[config.mk]
export PLATFORM = sky130hd
export DESIGN_NAME = energy_seq
export DESIGN_NICKNAME = d
export VERILOG_FILES = /design/src/rtl/energy_seq_pkg.sv /design/src/rtl/energy_seq_counter.sv /design/src/rtl/energy_seq.sv
export SDC_FILE = /design/constraint.sdc
export NUM_CORES = 1
export LEC_CHECK = 0
export ABC_AREA = 1
export BUFFER_PORTS_ARGS = -buffer_cell sky130_fd_sc_hd__buf_2
export CORE_MARGIN = 2
export CORE_UTILIZATION = 41
export CTS_CLUSTER_SIZE = 28
export DETAILED_ROUTE_END_ITERATION = 8
export PLACE_DENSITY = 0.64
export SYNTH_ARGS = -nofsm -noshare
export SYNTH_HDL_FRONTEND = slang
export SYNTH_HIERARCHICAL = 1
export SYNTH_SLANG_ARGS = --single-unit
[constraint.sdc]
create_clock -name clk -period 2.43 [get_ports clk]
set_input_delay 0.3645 -clock clk [delete_from_list [all_inputs] [get_ports clk]]
set_output_delay 0.3645 -clock clk [all_outputs]
set_load 0.005 [all_outputs]
[src/rtl/energy_seq_pkg.sv]
// +----------------------------------------------------------------------+
// | energy_seq_pkg : shared widths, defaults and FSM state encoding       |
// | Rev 1.0                                                               |
// +----------------------------------------------------------------------+
`default_nettype none

package energy_seq_pkg;

  localparam int ACC_W       = 39;
  localparam int MUL_W       = 31;
  localparam int SUB_LEN_DEF = 40;
  localparam int NUM_SUB_DEF = 2;
  localparam int CNT_W       = 8;

  typedef enum logic [2:0] {
    ST_IDLE    = 3'd0,
    ST_ACCUM   = 3'd1,
    ST_COMBINE = 3'd2,
    ST_SAVE    = 3'd3,
    ST_DONE    = 3'd4
  } state_t;

endpackage

`default_nettype wire

[src/rtl/energy_seq_counter.sv]
// +----------------------------------------------------------------------+
// | subframe_counter : sample counter with terminal-count detection       |
// | Rev 1.0                                                               |
// +----------------------------------------------------------------------+
`default_nettype none

module subframe_counter
  import energy_seq_pkg::*;
#(
  parameter int SUB_LEN = SUB_LEN_DEF
) (
  input  logic clk,
  input  logic reset,
  input  logic clr,
  input  logic inc,
  output logic at_zero,
  output logic terminal
);

  logic [CNT_W-1:0] count_q;
  logic [CNT_W-1:0] count_d;

  assign at_zero  = (count_q == '0);
  assign terminal = inc && (count_q == CNT_W'(SUB_LEN - 1));

  always_comb begin
    count_d = count_q;
    if (clr) begin
      count_d = '0;
    end else if (terminal) begin
      count_d = '0;
    end else if (inc) begin
      count_d = count_q + CNT_W'(1);
    end
  end

  always_ff @(posedge clk) begin
    if (reset) begin
      count_q <= '0;
    end else begin
      count_q <= count_d;
    end
  end

endmodule

`default_nettype wire

[src/rtl/energy_seq.sv]
// +----------------------------------------------------------------------+
// | energy_seq : half-frame energy sequencer driving an external          |
// |              accumulator across NUM_SUB subframes of SUB_LEN samples  |
// | Rev 1.0                                                               |
// +----------------------------------------------------------------------+
`default_nettype none

module energy_seq
  import energy_seq_pkg::*;
#(
  parameter int SUB_LEN = SUB_LEN_DEF,
  parameter int NUM_SUB = NUM_SUB_DEF
) (
  input  logic             clk,
  input  logic             reset,
  input  logic             start,
  input  logic             abort,
  input  logic             sq_valid,
  output logic             sq_ready,
  input  logic [ACC_W-1:0] sumout,
  output logic             acc_en,
  output logic             acc_new1,
  output logic             acc_sel,
  output logic [ACC_W-1:0] ereg,
  output logic [ACC_W-1:0] frame_energy,
  output logic [1:0]       sub_idx,
  output logic             busy,
  output logic             done
);

  state_t           state_q, state_d;
  logic [1:0]       sub_idx_q, sub_idx_d;
  logic [ACC_W-1:0] ereg_q, ereg_d;
  logic [ACC_W-1:0] fe_q, fe_d;
  logic             cnt_clr, cnt_inc, cnt_zero, cnt_term;

  subframe_counter #(.SUB_LEN(SUB_LEN)) u_cnt (
    .clk      (clk),
    .reset    (reset),
    .clr      (cnt_clr),
    .inc      (cnt_inc),
    .at_zero  (cnt_zero),
    .terminal (cnt_term)
  );

  always_comb begin
    state_d   = state_q;
    sub_idx_d = sub_idx_q;
    ereg_d    = ereg_q;
    fe_d      = fe_q;
    sq_ready  = 1'b0;
    acc_en    = 1'b0;
    acc_new1  = 1'b0;
    acc_sel   = 1'b0;
    cnt_clr   = 1'b0;
    cnt_inc   = 1'b0;

    case (state_q)
      ST_IDLE: begin
        cnt_clr   = 1'b1;
        sub_idx_d = 2'd0;
        if (start && !abort) state_d = ST_ACCUM;
      end
      ST_ACCUM: begin
        sq_ready = 1'b1;
        acc_en   = sq_valid;
        acc_new1 = sq_valid && cnt_zero;
        cnt_inc  = sq_valid;
        // The first subframe has nothing to merge, so it skips COMBINE.
        if (cnt_term) state_d = (sub_idx_q == 2'd0) ? ST_SAVE : ST_COMBINE;
      end
      ST_COMBINE: begin
        acc_en  = 1'b1;
        acc_sel = 1'b1;
        state_d = ST_SAVE;
      end
      ST_SAVE: begin
        ereg_d = sumout;
        if (sub_idx_q < 2'(NUM_SUB - 1)) begin
          sub_idx_d = sub_idx_q + 2'd1;
          state_d   = ST_ACCUM;
        end else begin
          fe_d    = sumout;
          state_d = ST_DONE;
        end
      end
      ST_DONE: begin
        sub_idx_d = 2'd0;
        state_d   = ST_IDLE;
      end
      default: state_d = ST_IDLE;
    endcase

    if (abort) begin
      state_d   = ST_IDLE;
      sub_idx_d = 2'd0;
      cnt_clr   = 1'b1;
      ereg_d    = ereg_q;
      fe_d      = fe_q;
    end
  end

  always_ff @(posedge clk) begin
    if (reset) begin
      state_q   <= ST_IDLE;
      sub_idx_q <= 2'd0;
      ereg_q    <= '0;
      fe_q      <= '0;
    end else begin
      state_q   <= state_d;
      sub_idx_q <= sub_idx_d;
      ereg_q    <= ereg_d;
      fe_q      <= fe_d;
    end
  end

  assign ereg         = ereg_q;
  assign frame_energy = fe_q;
  assign sub_idx      = sub_idx_q;
  assign busy         = (state_q != ST_IDLE);
  assign done         = (state_q == ST_DONE);

endmodule

`default_nettype wire

Word-level counts from Yosys, hierarchy flattened --
Index checks and enable logic that the tools add are counted.
Operators by class: add/subtract/negate cells 2, order comparisons 1, equality and inequality tests 8, multiplexer cells 14, bitwise operators 2, reductions and logical operators 16
Operators by type and width (number):
- $pmux W3 S4 | 1
- $mux W3 | 3
- $add A8 B1 Y8 const B | 1
- $eq A8 B6 Y1 const B | 1
- $logic_not A8 Y1 | 1
- $mux W1 | 7
- $eq A3 B2 Y1 const B | 2
- $ne A2 B2 Y1 const B | 3
- $reduce_and A2 Y1 | 3
- $pmux W2 S2 | 1
- $reduce_or A2 Y1 | 2
- $eq A3 B1 Y1 const B | 1
- $eq A3 B3 Y1 const B | 1
- $logic_and A1 B1 Y1 | 3
- $logic_not A3 Y1 | 1
- $reduce_and A3 Y1 | 1
- $reduce_bool A3 Y1 | 1
- $reduce_or A3 Y1 | 1
- $add A2 B1 Y2 const B | 1
- $logic_not A2 Y1 | 1
- $lt A2 B1 Y1 const B | 1
- $mux W2 | 1
- $not A1 Y1 | 2
- $pmux W1 S2 | 1
- 2 further kinds | 2
Word-level totals: register bits after elaboration 91, logic and storage cells 48

Logic depth before layout (Yosys ltp) --
depth in word-level cells 5, mapped depth 10, mapped depth without buffers 10

Hierarchy --
Netlist, hierarchy kept.
By module, submodules not included:
- energy_seq | instances 1, cells an instance 397, area each 3144.3 um^2, seq. area each 1661.6 um^2
- subframe_counter | instances 1, cells an instance 66, area each 435.4 um^2, seq. area each 160.2 um^2

Worst setup path after synthesis --
Ideal clock, no wire load.
path type register to register, start point reg state_q[0], end point reg state_q[0], data arrival time 1.489 ns, slack 0.829 ns, cell stages (with the launch flop) 10, buffers on the path 0, period minus slack after synthesis 1.601 ns, cells stage by stage dfxtp_1 > nand3_1 > nor2_1 > nand3_1 > nor2_1 > inv_1 > nand4_1 > nand2_1 > nor2_1 > nor2_1
Between the ends: word-level cells in the longest chain between the ends 5, elaborated cells between the ends (all ways) 10
RTL lines:
- start, declared | line energy_seq.sv:31 | state_t state_q, state_d;
- start signal, assigned | line energy_seq.sv:110 | state_q <= state_d;
- $eq A3 B1 Y1 | line energy_seq.sv:58 | case (state_q)
- $mux W1 | line energy_seq.sv:58
- net cnt_inc | line energy_seq.sv:35 | logic cnt_clr, cnt_inc, cnt_zero, cnt_term;
- $logic_and A1 B1 Y1 | line energy_seq_counter.sv:24 | assign terminal = inc && (count_q == CNT_W'(SUB_LEN - 1));
- net cnt_term | line energy_seq.sv:35
- $ne A2 B2 Y1 (no source line)
- $reduce_and A2 Y1 (no source line)
The timed path passes the listed nets, and every way through them passes these cells. A chain may end at the register's enable or synchronous reset.

Worst setup path in the final report --
start point reg state_q[0], end point reg ereg_q[36] (netlist: ereg[36])
Between the ends: word-level cells in the longest chain between the ends 2
RTL lines:
- $eq A3 B2 Y1 | line energy_seq.sv:58
- $reduce_and A2 Y1 (no source line)
- end signal, assigned | line energy_seq.sv:112 | ereg_q <= ereg_d;
- end, declared | line energy_seq.sv:33 | logic [ACC_W-1:0] ereg_q, ereg_d;
No other way between the ends.

==> impl_metrics.toml <==
[outcome]
outcome = "finished clean"

[timing]
setup_viol = 0
rsz0062_at_grt = "false"
clock.fmax_mhz = 513.1
post-route-period-util = 0.8021
slew_violations = 0
max_slew.worst_pin.slew_ns = 0.8911
skew_ns = 0.01451
fin_crit_ns = 1.949
final-hold-violation-count = 0
tns_ns = 0
slew_headroom = 0.4038

[cts]
clkSlewWorstSetupHoldPaths_ns = 0.09
cts_tree = "done"
insertion_delay_ns = 0.35
post_cts_resized = 0
cts_buffer_depth = 2
ctsHoldBuffers = 0
numCtsBuffers = 9
cts_root_buffer = "clkbuf_8"
ctsHtreeMaxLevel = 3
cts.sinks = 91
cts_setup_buffers = 0

[routing]
wl_met1_mm = 4.173
routed_wl_mm = 9.323
viasPerCell = 4.912
routed.top_layer = "met4"
num_vias = 3404
dr.pass1.iters = 4
drc = 0
routedWlPerCell_um = 13.45
drtIter0Drc = 116
wl_met2_mm = 4.251
ant_nets = 0
met3_length_um = 789

[worst_setup_path]
critPathRequiredTime_ns = 2.68
endpoint_kind = "register"
rr_worst_depth = 5
setup.worst_path.start_class = "register"
crit_fanout = 39
critPathKind = "register to register"
cp.arrival_ns = 2.20
rrSetupSlack_ns = 0.48

[die]
start_util = 0.4166
core_um2 = 8593
die_y_um = 97.44
fp.dieW_um = 97.44
dieArea_um2 = 9495
boundaryPins = 130
rows = 34

[power]
p_leak_nw = 2.073
p_total_mw = 2.716
ir_drop_v = 0.0002873
p_per_area_nw_per_um2 = 607.7

[layout]
antenna_cells = 0
layout.area.seq_um2 = 1822
drive_above_1_share = 0.2872
fillCellCount = 870
area_growth_syn_to_layout_pct = 24.85
multi_input_area_um2 = 1509
layout.nets = 628

[synthesis]
mappedNetlistArea_um2 = 3580
ys_ff_latch = 91
yosysWarnings = 6
netlist_instances = 463
synthesis.nets = 511
syn_area_per_cell_um2 = 7.731
synth.distinct_cells = 23
seq_area_frac_synth = 0.5089

[run]
cap_violations = 0

[grt]
grt_pass1_wl_mm = 15.34
grt_max_degree = 41
grt_pass1_vias = 3203
grt_antenna_before_repair = 0
grt_overflow_total = 0
grt_usage = 0.1975

[worst_hold_path]
hold_class = "input port to register"
min_delay_path_depth = 3

[placed_design]
place_congestion = 0.7962
port_buffers = 129
hpwlAfterDp_mm = 6.349
==> cell usage in the layout (no fill, tap or decap), types with 2 or more instances in the layout <==
cell type / synthesis / final
nor2_4: 2 / 3
clkbuf_8: 0 / 10
a21oi_1: 43 / 43
nor2_2: 12 / 11
bufinv_16: 0 / 2
o21ai_1: 6 / 6
buf_4: 1 / 4
buf_2: 9 / 129
o21ai_0: 35 / 35
xnor2_1: 3 / 3
nor2_1: 90 / 90
nand3_1: 53 / 53
nand2_2: 2 / 2
inv_1: 21 / 21
nand4_1: 3 / 3
ha_1: 4 / 4
clkbuf_1: 12 / 2
dfxtp_1: 91 / 91
nand2_1: 65 / 65
==> cell families (layout without fill, tap and decap cells) <==
| kind of cell | Yosys count | count (layout) | share of synthesized area |
|---|---|---|---|
| AO/OA/AOI/OAI | 85 | 85 | 0.1199 |
| XOR/XNOR | 3 | 3 | 0.007341 |
| adder cells (fa/ha/maj) | 4 | 4 | 0.01398 |
| buffers and inverters | 51 | 173 | 0.07095 |
| flip-flops | 91 | 91 | 0.5089 |
| AND/OR/NAND/NOR | 229 | 229 | 0.2789 |
==> final timing paths <==
kind                    start          endpoint
max                state_q[0]          ereg[36]
min                sumout[22]          ereg[22]
max reg2reg        state_q[0]          ereg[36]
min reg2reg  frame_energy[10]  frame_energy[10]
==> state kept, by name, indices dropped and copies added, names as in the netlist <==
| register | count |
|---|---|
| frame_energy | 39 |
| ereg | 39 |
| state_q | 3 |
| u_cnt/count_q | 8 |
| sub_idx | 2 |
==> stage by stage <==
step	hold slack, ns	setup WS, ns	cells	util	cell area [um2]
3_3_place_gp	0.4464	0.5286	677	0.4946	4250
4_1_cts	0.2401	0.4550	693	0.5201	4469
6_report	0.2562	0.4810	693	0.5201	4469
2_1_floorplan	0.4554	0.8295	463	-	3580
3_5_place_dp	0.4510	0.4699	677	0.4946	4250
5_1_grt	0.2400	0.2961	693	0.5201	4469
==> synth_stat cells <==
| cell type | instances | area share |
|---|---|---|
| nor2_1 | 90 | 0.094 |
| buf_2 | 9 | 0.013 |
| nor3_1 | 1 | 0.0014 |
| nor2_2 | 12 | 0.021 |
| clkbuf_1 | 12 | 0.013 |
| nand4_1 | 3 | 0.0052 |
| dfxtp_1 | 91 | 0.51 |
| ha_1 | 4 | 0.014 |
| o21ai_1 | 6 | 0.0084 |
| nor2_4 | 2 | 0.0063 |
| nand3_1 | 53 | 0.074 |
| buf_4 | 1 | 0.0021 |
| o21ai_2 | 1 | 0.0024 |
| buf_6 | 6 | 0.019 |
| nand2_1 | 65 | 0.068 |
| nand2_2 | 2 | 0.0035 |
| o21ai_0 | 35 | 0.049 |
| nand3_4 | 1 | 0.0049 |
| inv_2 | 1 | 0.0010 |
| inv_1 | 21 | 0.022 |
| a21oi_1 | 43 | 0.060 |
| inv_4 | 1 | 0.0017 |
| xnor2_1 | 3 | 0.0073 |
==> where the power goes <==
group / switching, mW / leakage [nW] / internal, mW
registers: 0.00177 / 0.733 / 1.49
clock network: 0.518 / 0.111 / 0.609
logic: 0.0578 / 1.23 / 0.0380
total: 0.578 / 2.07 / 2.14
==> worst max-delay path, cell delays in order, from the launching register on <==
cell     delay (ns)
dfxtp_1        0.49
nand3_4        0.15
inv_4          0.22
nand2_2        0.54
o21ai_0        0.37
nor2_1         0.06
==> per-layer routing <==
metal	up-vias	track usage
met3	8	0.06835
li1	1732	-
met1	1540	0.2540
met2	124	0.3151
met5	-	0
met4	0	0.05769
==> area by class of cell <==
cell class / instances / share of cell area
inverter: 23 / 0.01988
timing repair buffer: 134 / 0.1557
tap: 108 / 0.03024
sequential: 91 / 0.4076
clock inverter: 4 / 0.01652
multi-input combinational: 321 / 0.3376
clock buffer: 12 / 0.03247
Note: power is estimated with default switching activity, not from simulation.
